File: config.mk
export PLATFORM = sky130hd
export DESIGN_NAME = text_console
export DESIGN_NICKNAME = d
export VERILOG_FILES = /design/src/rtl/text_console.sv
export SDC_FILE = /design/constraint.sdc
export NUM_CORES = 1
export LEC_CHECK = 0
export CAP_MARGIN = 20
export CORE_MARGIN = 3
export CORE_UTILIZATION = 35
export DETAILED_ROUTE_END_ITERATION = 8
export PLACE_DENSITY_LB_ADDON = 0.2
export SLEW_MARGIN = 20
export SYNTH_ARGS = -nofsm -noshare
export SYNTH_HDL_FRONTEND = slang
export SYNTH_SLANG_ARGS = --single-unit
File: constraint.sdc
create_clock -name clock -period 4.05 [get_ports clock]
set_input_delay 0.81 -clock clock [delete_from_list [all_inputs] [get_ports clock]]
set_output_delay 0.81 -clock clock [all_outputs]
set_load 0.05 [all_outputs]
File: src/rtl/text_console.sv
// text_console: byte-stream writer for the 80x25 text-mode frame buffer.
// Define TEXT_CONSOLE_TAB_EN to treat 0x09 as a tab stop instead of a glyph.
module text_console #(
    parameter logic [16:0] BASE         = 17'h0F000,
    parameter int          COLS         = 80,
    parameter int          ROWS         = 25,
    parameter logic [7:0]  DEFAULT_ATTR = 8'h07
) (
    input  logic        clock,
    input  logic        reset,
    input  logic [7:0]  in_data,
    input  logic        in_valid,
    output logic        in_ready,
    input  logic [7:0]  attr_in,
    output logic [16:0] mem_address,
    output logic [7:0]  mem_wdata,
    output logic        mem_we,
    input  logic [7:0]  mem_rdata,
    output logic [10:0] cursor,
    output logic        busy
);

    localparam logic [3:0] S_IDLE      = 4'd0;
    localparam logic [3:0] S_PUT_CHAR  = 4'd1;
    localparam logic [3:0] S_PUT_ATTR  = 4'd2;
    localparam logic [3:0] S_SCR_RD    = 4'd3;
    localparam logic [3:0] S_SCR_WR    = 4'd4;
    localparam logic [3:0] S_FILL_CHAR = 4'd5;
    localparam logic [3:0] S_FILL_ATTR = 4'd6;
    localparam logic [3:0] S_CLR_CHAR  = 4'd7;
    localparam logic [3:0] S_CLR_ATTR  = 4'd8;

    localparam logic [4:0]  ROW_LAST   = 5'(ROWS - 1);
    localparam logic [6:0]  COL_LAST   = 7'(COLS - 1);
    localparam logic [11:0] CELL_LAST  = 12'(COLS * ROWS - 1);
    localparam logic [11:0] FILL_FIRST = 12'(COLS * (ROWS - 1));
    localparam logic [11:0] K_LAST     = 12'(2 * COLS * (ROWS - 1) - 1);
    localparam logic [16:0] ROW_BYTES  = 17'(2 * COLS);

    logic [3:0]  state_q, state_d;
    logic [4:0]  row_q, row_d;
    logic [6:0]  col_q, col_d;
    logic [6:0]  pcol_q, pcol_d;
    logic [7:0]  char_q, char_d;
    logic [7:0]  attr_q, attr_d;
    logic [11:0] idx_q, idx_d;
    logic        do_nl;

    logic [16:0] cell_addr;
    logic [16:0] idx_addr;

    assign cursor    = 11'(row_q) * 11'(COLS) + 11'(col_q);
    assign cell_addr = BASE + {5'd0, cursor, 1'b0};
    assign idx_addr  = BASE + {4'd0, idx_q, 1'b0};
    assign in_ready  = (state_q == S_IDLE);
    assign busy      = (state_q != S_IDLE);

    always_comb begin
        state_d = state_q;
        row_d   = row_q;
        col_d   = col_q;
        pcol_d  = pcol_q;
        char_d  = char_q;
        attr_d  = attr_q;
        idx_d   = idx_q;
        do_nl   = 1'b0;
        unique case (state_q)
            S_IDLE: begin
                if (in_valid) begin
                    char_d = in_data;
                    attr_d = attr_in;
                    case (in_data)
                        8'h0D: col_d = 7'd0;
                        8'h0A: begin
                            if (row_q == ROW_LAST) begin
                                pcol_d  = col_q;
                                idx_d   = 12'd0;
                                state_d = S_SCR_RD;
                            end else begin
                                row_d = row_q + 5'd1;
                            end
                        end
                        8'h08: begin
                            if (col_q != 7'd0) col_d = col_q - 7'd1;
                        end
                        8'h0C: begin
                            idx_d   = 12'd0;
                            state_d = S_CLR_CHAR;
                        end
`ifdef TEXT_CONSOLE_TAB_EN
                        8'h09: begin
                            if (col_q >= 7'(COLS - 8)) do_nl = 1'b1;
                            else col_d = (col_q | 7'd7) + 7'd1;
                        end
`endif
                        default: state_d = S_PUT_CHAR;
                    endcase
                end
            end
            S_PUT_CHAR: state_d = S_PUT_ATTR;
            S_PUT_ATTR: begin
                if (col_q == COL_LAST) begin
                    do_nl = 1'b1;
                end else begin
                    col_d   = col_q + 7'd1;
                    state_d = S_IDLE;
                end
            end
            S_SCR_RD: state_d = S_SCR_WR;
            S_SCR_WR: begin
                if (idx_q == K_LAST) begin
                    idx_d   = FILL_FIRST;
                    state_d = S_FILL_CHAR;
                end else begin
                    idx_d   = idx_q + 12'd1;
                    state_d = S_SCR_RD;
                end
            end
            S_FILL_CHAR: state_d = S_FILL_ATTR;
            S_FILL_ATTR: begin
                if (idx_q == CELL_LAST) begin
                    row_d   = ROW_LAST;
                    col_d   = pcol_q;
                    state_d = S_IDLE;
                end else begin
                    idx_d   = idx_q + 12'd1;
                    state_d = S_FILL_CHAR;
                end
            end
            S_CLR_CHAR: state_d = S_CLR_ATTR;
            S_CLR_ATTR: begin
                if (idx_q == CELL_LAST) begin
                    row_d   = 5'd0;
                    col_d   = 7'd0;
                    state_d = S_IDLE;
                end else begin
                    idx_d   = idx_q + 12'd1;
                    state_d = S_CLR_CHAR;
                end
            end
            default: state_d = S_IDLE;
        endcase
        // Line advance; the bottom row keeps the visible cursor until the scroll ends
        if (do_nl) begin
            if (row_q == ROW_LAST) begin
                pcol_d  = 7'd0;
                idx_d   = 12'd0;
                state_d = S_SCR_RD;
            end else begin
                row_d   = row_q + 5'd1;
                col_d   = 7'd0;
                state_d = S_IDLE;
            end
        end
    end

    always_comb begin
        mem_we      = 1'b0;
        mem_address = 17'd0;
        mem_wdata   = 8'd0;
        unique case (state_q)
            S_PUT_CHAR: begin
                mem_we      = 1'b1;
                mem_address = cell_addr;
                mem_wdata   = char_q;
            end
            S_PUT_ATTR: begin
                mem_we      = 1'b1;
                mem_address = cell_addr + 17'd1;
                mem_wdata   = attr_q;
            end
            S_SCR_RD: begin
                mem_address = BASE + ROW_BYTES + {5'd0, idx_q};
            end
            S_SCR_WR: begin
                mem_we      = 1'b1;
                mem_address = BASE + {5'd0, idx_q};
                mem_wdata   = mem_rdata;
            end
            S_FILL_CHAR, S_CLR_CHAR: begin
                mem_we      = 1'b1;
                mem_address = idx_addr;
                mem_wdata   = 8'h20;
            end
            S_FILL_ATTR, S_CLR_ATTR: begin
                mem_we      = 1'b1;
                mem_address = idx_addr + 17'd1;
                mem_wdata   = attr_q;
            end
            default: begin
                mem_we = 1'b0;
            end
        endcase
    end

    always_ff @(posedge clock) begin
        if (reset) begin
            state_q <= S_IDLE;
            row_q   <= 5'd0;
            col_q   <= 7'd0;
            pcol_q  <= 7'd0;
            char_q  <= 8'd0;
            attr_q  <= DEFAULT_ATTR;
            idx_q   <= 12'd0;
        end else begin
            state_q <= state_d;
            row_q   <= row_d;
            col_q   <= col_d;
            pcol_q  <= pcol_d;
            char_q  <= char_d;
            attr_q  <= attr_d;
            idx_q   <= idx_d;
        end
    end

endmodule

==> impl_metrics.env, run 1 <==
export IMPL_p_leak_nw=1.93
export IMPL_worstPathArrival_ps=2990
export IMPL_path_clk_slew_ps=80
export IMPL_wl_met3_um=803
export IMPL_antenna_found_initial=0
export IMPL_outcome="finished, final reports clean"
export IMPL_cts_setup_buffers=0
export IMPL_dp_cells=714
export IMPL_drv_slew=0
export IMPL_wl_met2_mm=5.78
export IMPL_gp_congestion=0.904
export IMPL_h_tree_depth=2
export IMPL_ant_nets=0
export IMPL_grt_overflow=0
export IMPL_grt_pass1_wl_mm=20.3
export IMPL_ys_warn_count=0
export IMPL_tritoncts="yes"
export IMPL_maxCapViolCount=0
export IMPL_coreArea_mm2=0.0109
export IMPL_place_port_buffers=65
export IMPL_highest_layer="met4"
export IMPL_dp_hpwl_mm=9.22
export IMPL_seq_area_mm2=0.00102
export IMPL_holdCritPathClass="flop to flop"
export IMPL_cts_buffers=5
export IMPL_hold_viol=0
export IMPL_layout_cells_non_filler=721
export IMPL_skew_ps=10.1
export IMPL_clk_path_buf_depth=2
export IMPL_pin_count=66
export IMPL_drtPass1Iterations=5
export IMPL_dieArea_mm2=0.0126
export IMPL_viasPerCell=5.83
export IMPL_fmax_mhz=263
export IMPL_yosys_most_used_dff="dfxtp_1"
export IMPL_worst_pin_slew_ps=862
export IMPL_final_core_util_pct=43.7
export IMPL_synth_edf_count=0
export IMPL_mappedNetlistNets=583
export IMPL_track_usage_pct=19.6
export IMPL_diodes=0
export IMPL_hold_buffers=0
export IMPL_ir_worst_vdd_v=0.000215
export IMPL_rsz0062_at_grt="false"
export IMPL_power_density_mw_per_mm2=288
export IMPL_setup_tns_ps=0
export IMPL_drc=0
export IMPL_wl_met1_mm=5.77
export IMPL_setup_viol=0
export IMPL_area_growth_pct=21.5
export IMPL_end_kind="output pin"
export IMPL_cts_root_buf="clkbuf_16"
export IMPL_hp_start="attr_q[7]"
export IMPL_drtIter0Drc=459
export IMPL_nets=626
export IMPL_initial_core_util_pct=36.0
export IMPL_post_cts_resized=0
export IMPL_required_ps=3240
export IMPL_fp_row_count=38
export IMPL_wl_mm=12.5
export IMPL_grt_max_degree=24
export IMPL_clock_sinks=51
export IMPL_crit_start="row_q[3]"
export IMPL_syn_area_mm2=0.00394
export IMPL_n_fill_cell=1136
export IMPL_synth_cell_types=65
export IMPL_vias=4200
export IMPL_critPathKind="flop to output pin"
export IMPL_r2r_start="state_q[0]"
export IMPL_grt_pass1_vias=3992
export IMPL_synth_avg_cell_area_um2=7.31
export IMPL_worstPathMaxFanout=8
export IMPL_synth_async_reset_ratio_pct=0
export IMPL_ys_seq_area_share_pct=25.9
export IMPL_whs_ps=460
export IMPL_start_kind="flop"
export IMPL_timing_slew_headroom_pct=42.2
export IMPL_ys_seq_elements=51
export IMPL_finalCritPeriodShare_pct=93.9
export IMPL_die_width_um=112
export IMPL_synth_cells=538
export IMPL_die_y_um=112
export IMPL_multi_input_area_mm2=0.00264
export IMPL_drive_gt1_share_pct=9.47
export IMPL_min_period_ps=3800
export IMPL_clkLatencyLatePin_ps=300
export IMPL_wire_per_inst_um=17.4
kinds of logic (layout without fill, tap and decap cells):
family | Yosys count | in the layout | synth area share [%]
adders and majority gates | 18 | 18 | 6.10
muxes | 11 | 11 | 2.80
and+or+nand+nor | 226 | 226 | 29.1
buffers and inverters | 65 | 108 | 6.96
DFF | 51 | 51 | 25.9
xor gates and xnor gates | 18 | 18 | 4.01
AOI/OAI and AO/OA | 149 | 149 | 25.1
stage by stage:
step,total power (W),setup WS (ps),instance area (um^2)
5_1_grt,0.00142,115,4780
2_1_floorplan,0.000768,22.3,3940
3_5_place_dp,0.000887,400,4620
6_report,0.00138,248,4780
4_1_cts,0.00138,65.7,4780
3_3_place_gp,0.000884,504,4620
flip-flops by register name, indices dropped and copies added, names as in the netlist:
name     cells
idx_q       12
attr_q       8
char_q       8
col_q        7
pcol_q       7
row_q        5
state_q      4
placed cells by master (no fill, tap or decap), types with 3 or more instances in the layout:
cell type and n:
a211oi_1 4, a21o_1 7, a21oi_1 49, a221oi_1 6, a222oi_1 12, a22oi_1 8
a31oi_1 5, and3_1 6, and4_1 3, buf_4 29, clkbuf_16 5, clkdlybuf4s50_1 43
dfxtp_1 51, ha_1 16, inv_1 26, mux2i_1 11, nand2_1 88, nand2b_1 10
nand3_1 21, nand4_1 7, nand4b_1 4, nor2_1 39, nor2b_1 5, nor3_1 11
nor3_2 3, nor4_1 5, o21ai_0 28, o22ai_1 3, o31ai_1 3, or2_2 4
or3_1 4, xnor2_1 8, xor2_1 10
final timing paths:
kind | end | slack [ps] | depth (start not counted)
setup / recovery | mem_address[11] | 250 | 9
hold / removal | attr_q[7] | 460 | 2
setup reg to reg | idx_q[4] | 1430 | 7
hold reg to reg | attr_q[7] | 460 | 2
final cells by class:
cell class / count / area share [%]
clock buffers: 5 / 2.62
clock inverters: 2 / 0.785
inverters: 27 / 2.12
multi-input cells: 422 / 55.2
flip-flops and latches: 51 / 21.4
well taps: 140 / 3.66
repair buffers: 74 / 14.2
power by group:
| group | internal, W | leakage [nW] | switching [W] |
|---|---|---|---|
| logic | 0.000119 | 1.44 | 0.000220 |
| clock network | 0.000289 | 0.0759 | 0.000210 |
| registers | 0.000518 | 0.414 | 0.0000198 |
| total | 0.000926 | 1.93 | 0.000449 |
metal layers:
metal | vias up | track usage, %
li1 | 2025 | -
met1 | 1965 | 26.9
met2 | 194 | 32.7
met3 | 16 | 2.53
met4 | 0 | 4.81
met5 | - | 0
synth_stat cells (2+ instances only):
| master | number | area, um^2 |
|---|---|---|
| buf_4 | 6 | 45.0 |
| o2111ai_1 | 2 | 17.5 |
| a22o_1 | 2 | 17.5 |
| a222oi_1 | 12 | 120 |
| dfxtp_1 | 51 | 1020 |
| o21ai_2 | 2 | 17.5 |
| nand4_1 | 7 | 43.8 |
| a21oi_1 | 49 | 245 |
| and2_1 | 2 | 12.5 |
| nor2_1 | 39 | 146 |
| a22oi_1 | 8 | 60.1 |
| o22ai_1 | 3 | 18.8 |
| nor2b_1 | 5 | 31.3 |
| nand2b_1 | 10 | 62.6 |
| buf_2 | 6 | 30.0 |
| fa_1 | 2 | 40.0 |
| o21ai_0 | 28 | 140 |
| a21o_1 | 7 | 52.6 |
| a31oi_1 | 5 | 31.3 |
| or2_2 | 4 | 25.0 |
| nand2_1 | 88 | 330 |
| or4_1 | 2 | 15.0 |
| xor2_1 | 10 | 87.6 |
| nor3_2 | 3 | 30.0 |
| a211oi_1 | 4 | 30.0 |
| o211ai_1 | 2 | 15.0 |
| ha_1 | 16 | 200 |
| and4_1 | 3 | 26.3 |
| nand3_1 | 21 | 105 |
| and3_1 | 6 | 37.5 |
| a221oi_1 | 6 | 52.6 |
| a32o_1 | 2 | 20.0 |
| a41o_1 | 2 | 20.0 |
| or3_1 | 4 | 25.0 |
| inv_1 | 26 | 97.6 |
| nor2_4 | 2 | 22.5 |
| nor4_1 | 5 | 31.3 |
| mux2i_1 | 11 | 110 |
| nand4b_1 | 4 | 35.0 |
| clkbuf_1 | 25 | 93.8 |
| xnor2_1 | 8 | 70.1 |
| or3b_1 | 2 | 17.5 |
| nor3_1 | 11 | 55.1 |
| o31ai_1 | 3 | 22.5 |
| a221o_1 | 2 | 20.0 |
worst max-delay path, stage by stage (launching register included):
cell and delay [ps]:
dfxtp_1 520, ha_1 300, ha_1 210, inv_1 70, fa_1 450, nor3_1 250, xor2_1 210, xnor2_1 140
a221o_1 370, buf_12 170
No activity file was read; power rests on OpenSTA's default activity.
==> run 2: changes to the inputs <==
Settings changed: CTS_BUF_LIST set to sky130_fd_sc_hd__clkbuf_4 sky130_fd_sc_hd__clkbuf_8, MAX_ROUTING_LAYER set to met4.
==> run 2 against run 1 <==
  * Worst hold slack better by 3.4 ps
  * Critical path depth unchanged
  * Via count down 0.93%
  * Cell count unchanged
  * Total power down 13%
==> impl_metrics.env, run 2 (synthesized netlist as in run 1, its figures left out) <==
export IMPL_path_clk_slew_ps=110
export IMPL_ant_nets=0
export IMPL_die_width_um=112
export IMPL_swShare_pct=36.4
export IMPL_grt_pass1_wl_mm=20.2
export IMPL_hp_start="attr_q[6]"
export IMPL_diodes=0
export IMPL_hold_buffers=0
export IMPL_critPathKind="flop to output pin"
export IMPL_rsz0062_at_grt="false"
export IMPL_clockPowerShare_pct=27.1
export IMPL_finalCritPeriodShare_pct=94.0
export IMPL_path_buf_inv=2
export IMPL_nets=625
export IMPL_clock_sinks=51
export IMPL_hold_viol=0
export IMPL_ff2ff_path_depth=6
export IMPL_switching_power_w=0.000437
export IMPL_cts_root_buf="clkbuf_8"
export IMPL_crit_family="adder cells"
export IMPL_pin_count=66
export IMPL_holdCritPathClass="flop to flop"
export IMPL_h_tree_depth=2
export IMPL_largest_reg_flops=12
export IMPL_crit_slowest_cell="dfxtp_1"
export IMPL_internal_power_w=0.000762
export IMPL_viasPerCell=5.77
export IMPL_area_growth_pct=19.5
export IMPL_drive_gt1_share_pct=9.47
export IMPL_regToRegEndpoint="pcol_q[2]"
export IMPL_setup_viol=0
export IMPL_drc=0
export IMPL_mostFrequentLayoutCell="nand2_1"
export IMPL_skew_ps=8.77
export IMPL_pwr_share_seq_pct=45.2
export IMPL_cp_slowest_stage_delay_ps=510
export IMPL_setup_tns_ps=0
export IMPL_min_to="attr_q[6]"
export IMPL_power_frac_comb_pct=27.7
export IMPL_place_port_buffers=65
export IMPL_start_kind="flop"
export IMPL_vias=4161
export IMPL_drtIter0Drc=468
export IMPL_worstPathMaxFanout=8
export IMPL_fp_row_count=38
export IMPL_fmax_mhz=263
export IMPL_end_kind="output pin"
export IMPL_finalPower_w=0.00120
export IMPL_required_ps=3240
export IMPL_outcome="finished, final reports clean"
export IMPL_crit_chain="ha_1 > ha_1 > inv_1 > fa_1 > nor3_1 > xor2_1 > xnor2_1 > a221o_1 > buf_12"
export IMPL_dp_hpwl_mm=9.27
export IMPL_timing_slew_headroom_pct=42.3
export IMPL_initial_core_util_pct=36.0
export IMPL_cts_setup_buffers=0
export IMPL_regMostFlops="idx_q"
export IMPL_worst_pin_slew_ps=864
export IMPL_grt_pass1_vias=3981
export IMPL_die_y_um=112
export IMPL_grt_overflow=0
export IMPL_r2r_start="state_q[2]"
export IMPL_maxCapViolCount=0
export IMPL_p_leak_nw=1.90
export IMPL_tritoncts="yes"
export IMPL_post_cts_resized=0
export IMPL_min_period_ps=3810
export IMPL_dieArea_mm2=0.0126
export IMPL_cts_buffers=5
export IMPL_drtPass1Iterations=7
export IMPL_drv_slew=0
export IMPL_wire_per_inst_um=17.1
export IMPL_track_usage_pct=19.9
export IMPL_gp_congestion=0.899
export IMPL_final_cell_mix="nand2_1, dfxtp_1, a21oi_1"
export IMPL_worst_r2r_setup_slack_ps=1460
export IMPL_power_density_mw_per_mm2=255
export IMPL_min_path_cells=2
export IMPL_clkLatencyLatePin_ps=320
export IMPL_worstPathArrival_ps=3000
export IMPL_top_regs="idx_q (12), attr_q (8), char_q (8)"
export IMPL_grt_max_degree=24
export IMPL_coreArea_mm2=0.0109
export IMPL_ir_worst_vdd_v=0.000160
export IMPL_cp_common_cell="ha_1"
export IMPL_wl_mm=12.3
export IMPL_clk_path_buf_depth=2
export IMPL_antenna_found_initial=0
-- run 2: cell types whose count changed in the layout (fill, tap and decap cells not counted), sizes merged --
cell      change
inv           +2
buf           -1
bufinv        -1
clkinv        +1
clkinvlp      -1
-- run 2: final cells by class --
class                   count  area (um^2)
multi-input cells         422         2640
inverters                  27          101
repair buffers             73          673
clock inverters             3         22.5
flip-flops and latches     51         1020
well taps                 140          175
clock buffers               5         68.8
fillers                  1136         6230
-- run 2: worst register-to-register path, stage by stage (launching register included) --
cell     delay [ps]
dfxtp_1         490
buf_4           260
nor4b_4         410
nand4_1         350
o21ai_2         620
buf_4           300
nor2_1           70
-- run 2: power groups by stage --
stage | Sequential, W | Clock, W | Combinational (W)
floorplan | 0.000541 | 0 | 0.000227
global placement | 0.000552 | 0 | 0.000331
detailed placement | 0.000553 | 0 | 0.000332
CTS | 0.000541 | 0.000333 | 0.000333
global route | 0.000545 | 0.000348 | 0.000360
finish | 0.000542 | 0.000326 | 0.000332
-- run 2: how the worst max path moves through the flow --
stage                     startpoint               to  slack (ps)  depth (start not counted)
after global placement      row_q[3]        cursor[9]         510                          7
after CTS                   row_q[3]        cursor[9]         110                          7
after floorplan             row_q[3]  mem_address[11]          20                          8
final                       row_q[3]  mem_address[11]         240                          9
after detailed placement    row_q[3]        cursor[9]         470                          7
after global routing        row_q[3]  mem_address[11]          60                          9
-- run 2: stage by stage --
stage	util (%)	instances	hold WS (ps)	area, um^2	setup WS, ps
2_1_floorplan	-	538	436	3940	22.3
3_3_place_gp	42.1	713	442	4610	505
3_5_place_dp	42.1	713	446	4610	467
4_1_cts	43.0	721	462	4700	110
5_1_grt	43.0	721	490	4700	58.9
6_report	43.0	721	463	4700	245
-- run 2: per-layer routing --
layer	wire length [um]	up-vias	track usage, %	share of wire (%)
met3	816	28	3.50	6.6
li1	-	2036	-	-
met4	255	0	5.37	2.1
met2	5620	177	31.2	46
met1	5600	1920	26.7	46
met5	0	-	-	0
==> run 3: changes to the inputs <==
Settings changed: CORE_UTILIZATION 35 to 60.
==> run 3 against run 2 <==
  * Sequential share of layout area hardly changed
  * Count of clock-buffer cells in the layout up 1
  * Utilization up 34 points
  * Sequential power is 1% lower
  * Routed wire length is 2.2% lower
  * Fmax grew 1.0%
  * Global-route usage rose by 13 points
  * Die area decreased by 40%
  * Critical path depth unchanged
  * Largest power group unchanged
  * Highest routed layer unchanged
==> impl_metrics.env, run 3 (synthesized netlist as in run 1, its figures left out) <==
export IMPL_outcome="finished, final reports clean"
export IMPL_p_leak_nw=1.92
export IMPL_final_cell_mix="nand2_1, clkdlybuf4s50_1, dfxtp_1"
export IMPL_skew_ps=7.09
export IMPL_finalCritPeriodShare_pct=93.0
export IMPL_fp_row_count=28
export IMPL_cts_buffers=5
export IMPL_clkLatencyLatePin_ps=310
export IMPL_multi_input_area_mm2=0.00264
export IMPL_setup_slack_ps=284
export IMPL_worstPathMaxFanout=8
export IMPL_tritoncts="yes"
export IMPL_crit_slowest_cell="dfxtp_1"
export IMPL_setup_viol=0
export IMPL_hold_viol=0
export IMPL_die_width_um=87.0
export IMPL_wire_per_inst_um=18.3
export IMPL_pin_count=66
export IMPL_r2r_start="state_q[2]"
export IMPL_grt_pass1_wl_mm=19.4
export IMPL_grt_max_degree=23
export IMPL_cp_slowest_stage_delay_ps=490
export IMPL_hold_buffers=0
export IMPL_rsz0062_at_grt="false"
export IMPL_grt_pass1_vias=4026
export IMPL_worst_pin_slew_ps=868
export IMPL_nets=628
export IMPL_setup_tns_ps=0
export IMPL_ant_nets=0
export IMPL_min_period_ps=3770
export IMPL_pre_cts_ws_ps=431
export IMPL_fmax_mhz=266
export IMPL_seq_area_mm2=0.00102
export IMPL_track_usage_pct=32.6
export IMPL_coreArea_mm2=0.00613
export IMPL_worstPathArrival_ps=2960
export IMPL_power_density_mw_per_mm2=278
export IMPL_drive_gt1_share_pct=8.22
export IMPL_critPathKind="flop to output pin"
export IMPL_timing_slew_headroom_pct=42.1
export IMPL_crit_start="row_q[3]"
export IMPL_vias=4368
export IMPL_dp_hpwl_mm=9.10
export IMPL_n_fill_cell=473
export IMPL_drtIter0Drc=432
export IMPL_path_clk_slew_ps=90
export IMPL_cts_root_buf="clkbuf_8"
export IMPL_clk_path_buf_depth=2
export IMPL_maxCapViolCount=0
export IMPL_whs_ps=462
export IMPL_holdCritPathClass="flop to flop"
export IMPL_place_port_buffers=65
export IMPL_clock_sinks=51
export IMPL_regMostFlops="idx_q"
export IMPL_required_ps=3240
export IMPL_area_growth_pct=19.5
export IMPL_ir_worst_vdd_v=0.000229
export IMPL_die_y_um=87.0
export IMPL_post_cts_resized=0
export IMPL_top_regs="idx_q (12), attr_q (8), char_q (8)"
export IMPL_cp_common_cell="ha_1"
export IMPL_gp_congestion=0.939
export IMPL_hp_start="char_q[5]"
export IMPL_cts_setup_buffers=0
export IMPL_diodes=0
export IMPL_end_kind="output pin"
export IMPL_crit_chain="ha_1 > ha_1 > inv_1 > fa_1 > nor3_1 > xor2_1 > xnor2_1 > a221o_1 > buf_4"
export IMPL_largest_reg_flops=12
export IMPL_drv_slew=0
export IMPL_drc=0
export IMPL_start_kind="flop"
export IMPL_wl_mm=12.0
export IMPL_dieArea_mm2=0.00757
export IMPL_drtPass1Iterations=6
export IMPL_viasPerCell=6.63
export IMPL_antenna_found_initial=0
export IMPL_grt_overflow=0
export IMPL_h_tree_depth=2
export IMPL_initial_core_util_pct=64.2
export IMPL_mostFrequentLayoutCell="nand2_1"
==> run 3: cell types whose count changed in the layout (fill, tap and decap cells not counted) <==
cell,change
clkdlybuf4s50_1,+10
clkinv_2,-1
clkbuf_4,+1
bufinv_16,+2
buf_12,-1
inv_6,-2
buf_4,-6
==> run 3: path summary, 6_finish.rpt <==
path	end	slack [ps]	cells past startpoint
hold / removal	char_q[5]	460	2
setup reg to reg	idx_q[4]	1380	6
hold reg to reg	char_q[5]	460	2
setup / recovery	mem_address[11]	280	9
==> run 3: area by class of cell <==
type	count	share of cell area [%]
clock buffer	6	1.62
clock inverter	2	1.28
sequential	51	21.7
tap	75	2.00
timing repair buffer	76	15.1
inverter	27	2.16
multi-input combinational	422	56.2
==> run 3: worst max-delay path: cells and delay by family (launching register included) <==
| family | cells | cell delay [ps] |
|---|---|---|
| AOI/OAI and AO/OA | 1 | 330 |
| xor gates and xnor gates | 2 | 330 |
| adders and majority gates | 3 | 960 |
| buffers and inverters | 2 | 260 |
| DFF | 1 | 490 |
| and+or+nand+nor | 1 | 270 |
==> run 3: per-stage QoR <==
step,utilization [%],power (W),instances,area [um^2]
final,76.7,0.00131,659,4700
after global routing,76.7,0.00136,659,4700
after CTS,76.6,0.00131,659,4700
after detailed placement,74.4,0.000887,651,4560
after global placement,74.4,0.000880,651,4560
after floorplan,-,0.000768,538,3940
==> run 3: layer usage <==
layer / wire [um] / part of all wire (%) / up-vias / global-route usage, %
met5: 0 / 0 / - / -
met4: 483 / 4.0 / 0 / 11.9
met3: 1140 / 9.4 / 53 / 5.39
met2: 5500 / 46 / 271 / 52.4
met1: 4910 / 41 / 2013 / 41.1
li1: - / - / 2031 / -
==> run 3: power breakdown <==
part / total (W) / switching [W] / internal, W
registers: 0.000535 / 0.0000169 / 0.000518
clock network: 0.000426 / 0.000172 / 0.000254
logic: 0.000347 / 0.000228 / 0.000119
total: 0.00131 / 0.000417 / 0.000891
